<file path="config.mk">
export PLATFORM = sky130hd
export DESIGN_NAME = psa_arbiter
export DESIGN_NICKNAME = d
export VERILOG_FILES = /design/src/rtl/psa_arbiter.sv
export SDC_FILE = /design/constraint.sdc
export NUM_CORES = 1
export LEC_CHECK = 0
export BUFFER_PORTS_ARGS = -buffer_cell sky130_fd_sc_hd__buf_2
export CORE_MARGIN = 4
export CORE_UTILIZATION = 40
export DETAILED_ROUTE_END_ITERATION = 7
export MAX_ROUTING_LAYER = met4
export PLACE_DENSITY = 0.64
export SLEW_MARGIN = 0
export SYNTH_ARGS = -nofsm -noshare
export SYNTH_HDL_FRONTEND = slang
export SYNTH_SLANG_ARGS = --single-unit
</file>
<file path="constraint.sdc">
create_clock -name clk -period 3.45 [get_ports clk]
set_clock_uncertainty 0.05 [all_clocks]
set_input_delay 0 -clock clk [delete_from_list [all_inputs] [get_ports clk]]
set_output_delay 0 -clock clk [all_outputs]
set_load 0.05 [all_outputs]
</file>
<file path="src/rtl/psa_arbiter.sv">
// Two-requester round-robin front end for one shared PSA_16bit nibble adder.
// Each accepted request passes through IDLE -> EXEC -> RESP. The response is
// held in RESP until it is acknowledged.

// PSA_16bit: four independent 4-bit signed adds. Error is set when any nibble
// overflows as a signed value.
module psa_16bit (
    input  logic [15:0] a_i,
    input  logic [15:0] b_i,
    output logic [15:0] sum_o,
    output logic        error_o
);

    // Per-nibble wrapped sum and signed-overflow detection.
    always_comb begin
        sum_o   = '0;
        error_o = 1'b0;
        for (int i = 0; i < 4; i++) begin
            sum_o[4*i +: 4] = a_i[4*i +: 4] + b_i[4*i +: 4];
            if ((a_i[4*i+3] == b_i[4*i+3]) && (sum_o[4*i+3] != a_i[4*i+3])) begin
                error_o = 1'b1;
            end
        end
    end

endmodule

module psa_arbiter #(
    parameter int unsigned CNT_W = 8
) (
    input  logic             clk,
    input  logic             rst_n,
    input  logic             req0,
    input  logic [15:0]      a0,
    input  logic [15:0]      b0,
    input  logic             req1,
    input  logic [15:0]      a1,
    input  logic [15:0]      b1,
    output logic             gnt0,
    output logic             gnt1,
    output logic             rsp_valid,
    output logic             rsp_id,
    output logic [15:0]      rsp_sum,
    output logic             rsp_err,
    input  logic             rsp_ack,
    output logic             busy,
    output logic [CNT_W-1:0] ovfl_cnt
);

    typedef enum logic [1:0] {StIdle, StExec, StResp} state_e;

    state_e             state_q, state_d;
    logic               rr_q, rr_d;          // 1: requester 1 wins a tie
    logic [15:0]        op_a_q, op_a_d;
    logic [15:0]        op_b_q, op_b_d;
    logic               id_q, id_d;
    logic               rsp_id_q, rsp_id_d;
    logic [15:0]        rsp_sum_q, rsp_sum_d;
    logic               rsp_err_q, rsp_err_d;
    logic [CNT_W-1:0]   cnt_q, cnt_d;
    logic [15:0]        psa_sum;
    logic               psa_err;

    psa_16bit u_psa (
        .a_i     (op_a_q),
        .b_i     (op_b_q),
        .sum_o   (psa_sum),
        .error_o (psa_err)
    );

    // Next-state, grant and capture logic.
    always_comb begin
        state_d   = state_q;
        rr_d      = rr_q;
        op_a_d    = op_a_q;
        op_b_d    = op_b_q;
        id_d      = id_q;
        rsp_id_d  = rsp_id_q;
        rsp_sum_d = rsp_sum_q;
        rsp_err_d = rsp_err_q;
        cnt_d     = cnt_q;
        gnt0      = 1'b0;
        gnt1      = 1'b0;
        unique case (state_q)
            StIdle: begin
                // Grants are combinational, so mask them while reset is held.
                if (rst_n) begin
                    if (req0 && (!req1 || !rr_q)) begin
                        gnt0 = 1'b1;
                    end else if (req1) begin
                        gnt1 = 1'b1;
                    end
                end
                if (gnt0) begin
                    op_a_d  = a0;
                    op_b_d  = b0;
                    id_d    = 1'b0;
                    rr_d    = 1'b1;
                    state_d = StExec;
                end else if (gnt1) begin
                    op_a_d  = a1;
                    op_b_d  = b1;
                    id_d    = 1'b1;
                    rr_d    = 1'b0;
                    state_d = StExec;
                end
            end
            StExec: begin
                rsp_sum_d = psa_sum;
                rsp_err_d = psa_err;
                rsp_id_d  = id_q;
                if (psa_err && (cnt_q != {CNT_W{1'b1}})) begin
                    cnt_d = cnt_q + CNT_W'(1);
                end
                state_d = StResp;
            end
            StResp: begin
                if (rsp_ack) begin
                    state_d = StIdle;
                end
            end
            default: state_d = StIdle;
        endcase
    end

    // State and datapath registers; reset discards any in-flight operation.
    always_ff @(posedge clk or negedge rst_n) begin
        if (!rst_n) begin
            state_q   <= StIdle;
            rr_q      <= 1'b0;
            op_a_q    <= '0;
            op_b_q    <= '0;
            id_q      <= 1'b0;
            rsp_id_q  <= 1'b0;
            rsp_sum_q <= '0;
            rsp_err_q <= 1'b0;
            cnt_q     <= '0;
        end else begin
            state_q   <= state_d;
            rr_q      <= rr_d;
            op_a_q    <= op_a_d;
            op_b_q    <= op_b_d;
            id_q      <= id_d;
            rsp_id_q  <= rsp_id_d;
            rsp_sum_q <= rsp_sum_d;
            rsp_err_q <= rsp_err_d;
            cnt_q     <= cnt_d;
        end
    end

    assign rsp_valid = (state_q == StResp);
    assign busy      = (state_q != StIdle);
    assign rsp_id    = rsp_id_q;
    assign rsp_sum   = rsp_sum_q;
    assign rsp_err   = rsp_err_q;
    assign ovfl_cnt  = cnt_q;

endmodule

</file>
==> results.cfg, run 1 <==
[global_routing]
grt_pass1_vias = 2741
track_usage_pct = 17.6
antenna_found_initial = 0
grt-ovfl-total = 0
grt_max_degree = 63
grt_pass1_wl_microns = 12900

[timing]
fin_crit_ns = 2.30
setup_viol = 0
tns_ns = 0
finalMaxSlewViolations = 0
finalCritPeriodShare_pct = 66.6
setup_ws_ns = 1.15
max_slew_margin_pct = 33.6
timing.final.hold_violations = 0
worst_slew_pin_slew_ns = 0.994
grt_setup_unrepaired = false
max_freq_ghz = 0.435

[outcome]
status = finished, final reports clean

[floorplan]
core-area_sq_um = 7690
start_util_pct = 40.9
die_y_microns = 96.7
io_pins = 99
std_cell_rows = 32
die_area_sq_um = 9350
die_x_microns = 96.7

[yosys]
syn_inst = 305
yosys_warnings = 0
yosysSeqAreaShare_pct = 49.3
async_flop_share_pct = 100
ys_ff_latch = 62
synth.area.top_cells = dfrtp_1 49%, mux2i_1 8.3%, o21ai_0 6.5%
synth_area_leader_cell = dfrtp_1
synth_cell_type_count = 29
synth_area_per_cell_sq_um = 10.3
netlist_area_sq_um = 3150
synth_common_cells = 62 x dfrtp_1, 53 x nand2_1, 41 x o21ai_0
synth_nets = 391
synth_flop_cell = dfrtp_1
yosys.cell_count.top_type = dfrtp_1
yosys.area.top_type_share_pct = 49.3
synth_edf_count = 0

[power]
p_leak_nw = 2.29
ir_worst_vdd_uv = 263
p_per_area_nw_per_um2 = 827

[critical_path]
cp_top_family = compound AO/OA/AOI/OAI gates
crit_chain = ha_1, a21o_1, a21oi_2, mux2i_1, nand3_2, o21ai_2, mux2_2
endpoint_kind = flip-flop
critPathMaxFanout = 7
r2r_slack_ns = 1.15
slowest_stage = dfrtp_1
arrival_ns = 2.48
worstSetupStartpointType = flip-flop
required_ns = 3.63
max_stage_delay_ns = 0.41
rr_worst_depth = 7
cp.buffers_inverters = 0
cp.depth = 7
worstSetupPathType = flip-flop to flip-flop

[routing]
ant_nets = 0
wl_microns = 7610
vias = 2691
first_pass_iters = 6
wl_per_cell_microns = 13.2
vias_per_cell = 4.66
first_iter_violations = 76
drcViolationCount = 0

[clock_tree]
cts.sinks = 62
insertion_delay_ns = 0.34
cts_buffer_depth = 2
cts_tree = done
cts_buffers = 9
cts_setup_buffers = 0
cts_root_buf = clkbuf_8
clk_pin_slew_worst_paths_ns = 0.06
htreeDepth = 3

[worst_hold_path]
hold_class = input pin to flip-flop
hold_path_depth = 6

[layout]
area_growth_pct = 47.1
drive_gt1_share_pct = 28.6
diodes = 0
final_cell_area_sq_um = 4630
nNetsFinal = 559

[placement]
place_area_sq_um = 3770
pre_cts_ws_ns = 1.17
gp_congestion = 0.770
io_buffers = 98
dp_hpwl_microns = 5050

[flow_run]
cap_violations = 0
-- through the flow --
step	hold slack (ns)	utilization, %	power [W]	instances
after global placement	0.168	49.0	0.00310	497
after floorplan	-0.346	-	0.00268	305
final	0.253	60.2	0.00383	578
after global routing	0.346	60.2	0.00413	578
after detailed placement	0.146	49.0	0.00315	497
after CTS	0.239	60.2	0.00386	578
-- registers in the layout, summed over array words and instances, names as in the netlist --
register	cells
rr_q	1
ovfl_cnt	8
rsp_id	1
op_a_q	16
op_b_q	16
rsp_err	1
state_q	2
id_q	1
rsp_sum	16
-- worst paths after layout --
check                      startpoint          end
max                         op_a_q[9]  ovfl_cnt[1]
min                              req0         id_q
max reg2reg                 op_a_q[9]  ovfl_cnt[1]
min reg2reg                   rsp_err      rsp_err
max in group asynchronous       rst_n    op_a_q[4]
min in group asynchronous       rst_n  rsp_sum[10]
-- layout make-up --
cell class	count	area, sq um
Inverter	15	56.3
Clock buffer	14	193
Sequential cell	62	1550
Fill cell	696	3060
Tap cell	102	128
Timing Repair Buffer	170	1200
Multi-Input combinational cell	215	1500
-- placed cells by master (no fill, tap or decap), drive strengths merged, types with 5 or more instances in the layout --
master       instances
buf                103
xor2                 9
dlygate4sd3         67
a21oi                5
nor2                11
nand2               53
a22oi                8
mux2                 7
clkbuf              14
xnor2                9
inv                 15
mux2i               26
ha                  13
nand3                8
dfrtp               62
o21ai               42
-- report_power, final --
| part | switching, W | total, W | internal [W] | leakage (nW) |
|---|---|---|---|---|
| clock network | 0.000261 | 0.000612 | 0.000351 | 0.101 |
| registers | 0.000234 | 0.00129 | 0.00106 | 0.774 |
| logic | 0.00121 | 0.00193 | 0.000713 | 1.41 |
-- worst min-delay path: stages --
cell,delay (ns)
buf_2,0.09
nor2b_1,0.15
nor3_2,0.06
buf_4,0.18
nor2_1,0.10
nor2_1,0.04
-- layer usage --
metal | GRT usage, % | share of wire, % | vias to the layer above
li1 | - | - | 1366
met1 | 21.4 | 44 | 1241
met2 | 28.2 | 49 | 71
met3 | 3.97 | 5.2 | 13
met4 | 7.99 | 2.4 | 0
met5 | - | 0 | -
-- kinds of logic after synthesis --
| family | after synthesis | synth area share, % |
|---|---|---|
| compound gates | 59 | 11.1 |
| buf+inv | 28 | 3.58 |
| xor+xnor | 18 | 5.01 |
| flops | 62 | 49.3 |
| mux | 33 | 10.8 |
| simple gates | 88 | 12.6 |
| fa+ha+maj | 17 | 7.71 |
-- what timing repair did --
item / CTS / global route
endpoints found under the setup margin: 0 / 0
hold buffers: 67 / 0
resized for setup: 0 / 0
endpoints found under the hold margin: 96 / 0
Note: power is estimated with default switching activity, not from simulation.
==> run 2, diff against run 1 <==
--- a/config.mk
+++ b/config.mk
@@ -5,12 +5,13 @@
 export SDC_FILE = /design/constraint.sdc
 export NUM_CORES = 1
 export LEC_CHECK = 0
+export ABC_AREA = 1
 export BUFFER_PORTS_ARGS = -buffer_cell sky130_fd_sc_hd__buf_2
 export CORE_MARGIN = 4
 export CORE_UTILIZATION = 40
 export DETAILED_ROUTE_END_ITERATION = 7
 export MAX_ROUTING_LAYER = met4
-export PLACE_DENSITY = 0.64
+export PLACE_DENSITY = 0.66
 export SLEW_MARGIN = 0
 export SYNTH_ARGS = -nofsm -noshare
 export SYNTH_HDL_FRONTEND = slang
==> constraint.sdc (replaced) <==
create_clock -name clk -period 1.93 [get_ports clk]
set_clock_uncertainty 0.05 [all_clocks]
set_input_delay 0 -clock clk [delete_from_list [all_inputs] [get_ports clk]]
set_output_delay 0 -clock clk [all_outputs]
set_load 0.05 [all_outputs]
==> run 2 against run 1 <==
  * First-iteration DRC count up 91%
  * Clock power increased by 62%
  * Area after synthesis up 8.9%
  * Total power up 89%
  * Fmax grew 27%
  * Hold slack got worse by 0.24 ns
  * Global-route usage is 1.7 points higher
  * Non-clock buffer count is 2 lower
  * Critical path type unchanged
  * Largest cell class is now multi-input combinational cells
==> results.cfg, run 2 <==
[outcome]
status = finished, final reports clean

[power]
p_leak_nw = 2.50
ir_worst_vdd_uv = 743
p_per_area_nw_per_um2 = 1510
total_power_w = 0.00726

[timing]
max_slew_margin_pct = 48.9
tns_ns = 0
timing.final.hold_violations = 0
worst_slew_pin_slew_ns = 0.766
hold_slack_ns = 0.00999
setup_ws_ns = 0.120
setup_viol = 0
fin_crit_ns = 1.81
max_freq_ghz = 0.552
finalMaxSlewViolations = 0
finalCritPeriodShare_pct = 93.8

[routing]
wl_microns = 9310
drcViolationCount = 0
first_iter_violations = 145
wl_met1_microns = 4000
highest_layer = met4
ant_nets = 0
wl_per_cell_microns = 14.0
dr_wl_met3_microns = 344
vias_per_cell = 4.77
first_pass_iters = 5
vias = 3165
wl_met2_microns = 4650

[yosys]
synth_top_family_by_area = simple AND/OR/NAND/NOR gates
synth_common_cells = 112 x nand2_1, 62 x dfrtp_1, 43 x inv_1
synth_mux_area_share_pct = 0
synth_area_per_cell_sq_um = 8.74
synth.area.top_cells = dfrtp_1 45%, nand2_1 12%, ha_1 4.7%
synth_compound_area_share_pct = 13.2
yosys_warnings = 0
synth_nets = 478
netlist_area_sq_um = 3430
synth_cell_type_count = 33
synthAdderAreaFrac_pct = 7.08
yosys.area.top_type_share_pct = 45.3
synthSimpleGateAreaFrac_pct = 22.3
synth_area_leader_cell = dfrtp_1
yosys.cell_count.top_type = nand2_1
syn_inst = 392
synth_flop_cell = dfrtp_1
yosysSeqAreaShare_pct = 45.3
async_flop_share_pct = 100
synth_edf_count = 0
ys_ff_latch = 62
synthXorXnorAreaFrac_pct = 3.58

[critical_path]
arrival_ns = 1.98
worstSetupStartpoint = op_a_q[6]
critPathMaxFanout = 6
required_ns = 2.10
worstSetupStartpointType = flip-flop
reg2reg_from = op_a_q[6]
worstSetupPathType = flip-flop to flip-flop
endpoint_kind = flip-flop

[clock_tree]
cts_buffers = 9
clk_pin_slew_worst_paths_ns = 0.07
insertion_delay_ns = 0.33
cts_tree = done
cts_buffer_depth = 2
cts_root_buf = clkbuf_8
cts.sinks = 62
cts_setup_buffers = 0
htreeDepth = 3

[global_routing]
track_usage_pct = 19.4
grt_pass1_wl_microns = 14900
grt-ovfl-total = 0
grt_max_degree = 63
grt_pass1_vias = 3190
antenna_found_initial = 0

[floorplan]
io_pins = 99
die_y_microns = 101
die_area_sq_um = 10100
start_util_pct = 41.5
std_cell_rows = 33
core-area_sq_um = 8260
die_x_microns = 101

[placement]
placed_cells = 584
dp_hpwl_microns = 6240
pre_cts_ws_ns = 0.0900
gp_congestion = 0.815
io_buffers = 98

[flow_run]
cap_violations = 0

[layout]
area_growth_pct = 40.6
drive_gt1_share_pct = 24.9
final_common_cell = nand2_1
diodes = 0
final_cell_mix = 112 x nand2_1, 97 x buf_2, 64 x dlygate4sd3_1
nNetsFinal = 640
finalNonFillerCells = 663

[worst_hold_path]
min_from = a1[3]
hold_class = input pin to flip-flop
[run 2: per-layer routing]
layer	vias up	GRT usage (%)
met1	1435	22.8
met5	-	-
met2	86	33.1
met4	0	9.12
met3	25	2.21
li1	1619	-
[run 2: layout make-up]
| class | instances | area (sq um) |
|---|---|---|
| clock buffer | 14 | 163 |
| clock inverter | 1 | 5.00 |
| fill | 722 | 3440 |
| inverter | 46 | 183 |
| multi-input combinational | 267 | 1610 |
| sequential | 62 | 1550 |
| tap | 105 | 131 |
| timing repair buffer | 168 | 1180 |
[run 2: path summary, 6_finish.rpt]
kind                       slack (ns)  cells past startpoint          end
min in group asynchronous        0.51                      3  ovfl_cnt[4]
max                              0.12                     11  ovfl_cnt[2]
min                              0.01                      5    op_a_q[3]
max in group asynchronous        0.81                      3    op_b_q[8]
max reg2reg                      0.12                     11  ovfl_cnt[2]
min reg2reg                      0.43                      2  rsp_sum[12]
[run 2: logic make-up after synthesis]
logic type / Yosys count
flops: 62
simple gates: 170
buf+inv: 63
compound gates: 66
fa+ha+maj: 17
xor+xnor: 14
[run 2: critical path, stage by stage (launching register included)]
cell	delay (ns)
dfrtp_1	0.40
ha_1	0.37
nand3_1	0.11
nand3_1	0.13
nand2_1	0.06
nand3_1	0.07
nand2_1	0.05
inv_1	0.08
nand2_4	0.09
buf_4	0.16
nand4_1	0.07
nand2_1	0.06
[run 2: metrics by stage]
step | area, sq um | util, %
final | 4820 | 58.4
after global routing | 4820 | 58.4
after CTS | 4790 | 58.1
after detailed placement | 3990 | 48.3
after global placement | 3990 | 48.3
after floorplan | 3430 | -
[run 2: what timing repair did]
item | in CTS | in global routing
hold endpoints to repair | 96 | 0
gates resized for setup | 0 | 4
endpoints found under the setup margin | 0 | 8
hold buffers | 64 | 0
[run 2: power breakdown]
group          switching, W  internal (W)  leakage, nW
Sequential         0.000357       0.00188        0.759
Combinational       0.00267       0.00135         1.65
Clock              0.000461      0.000529       0.0865
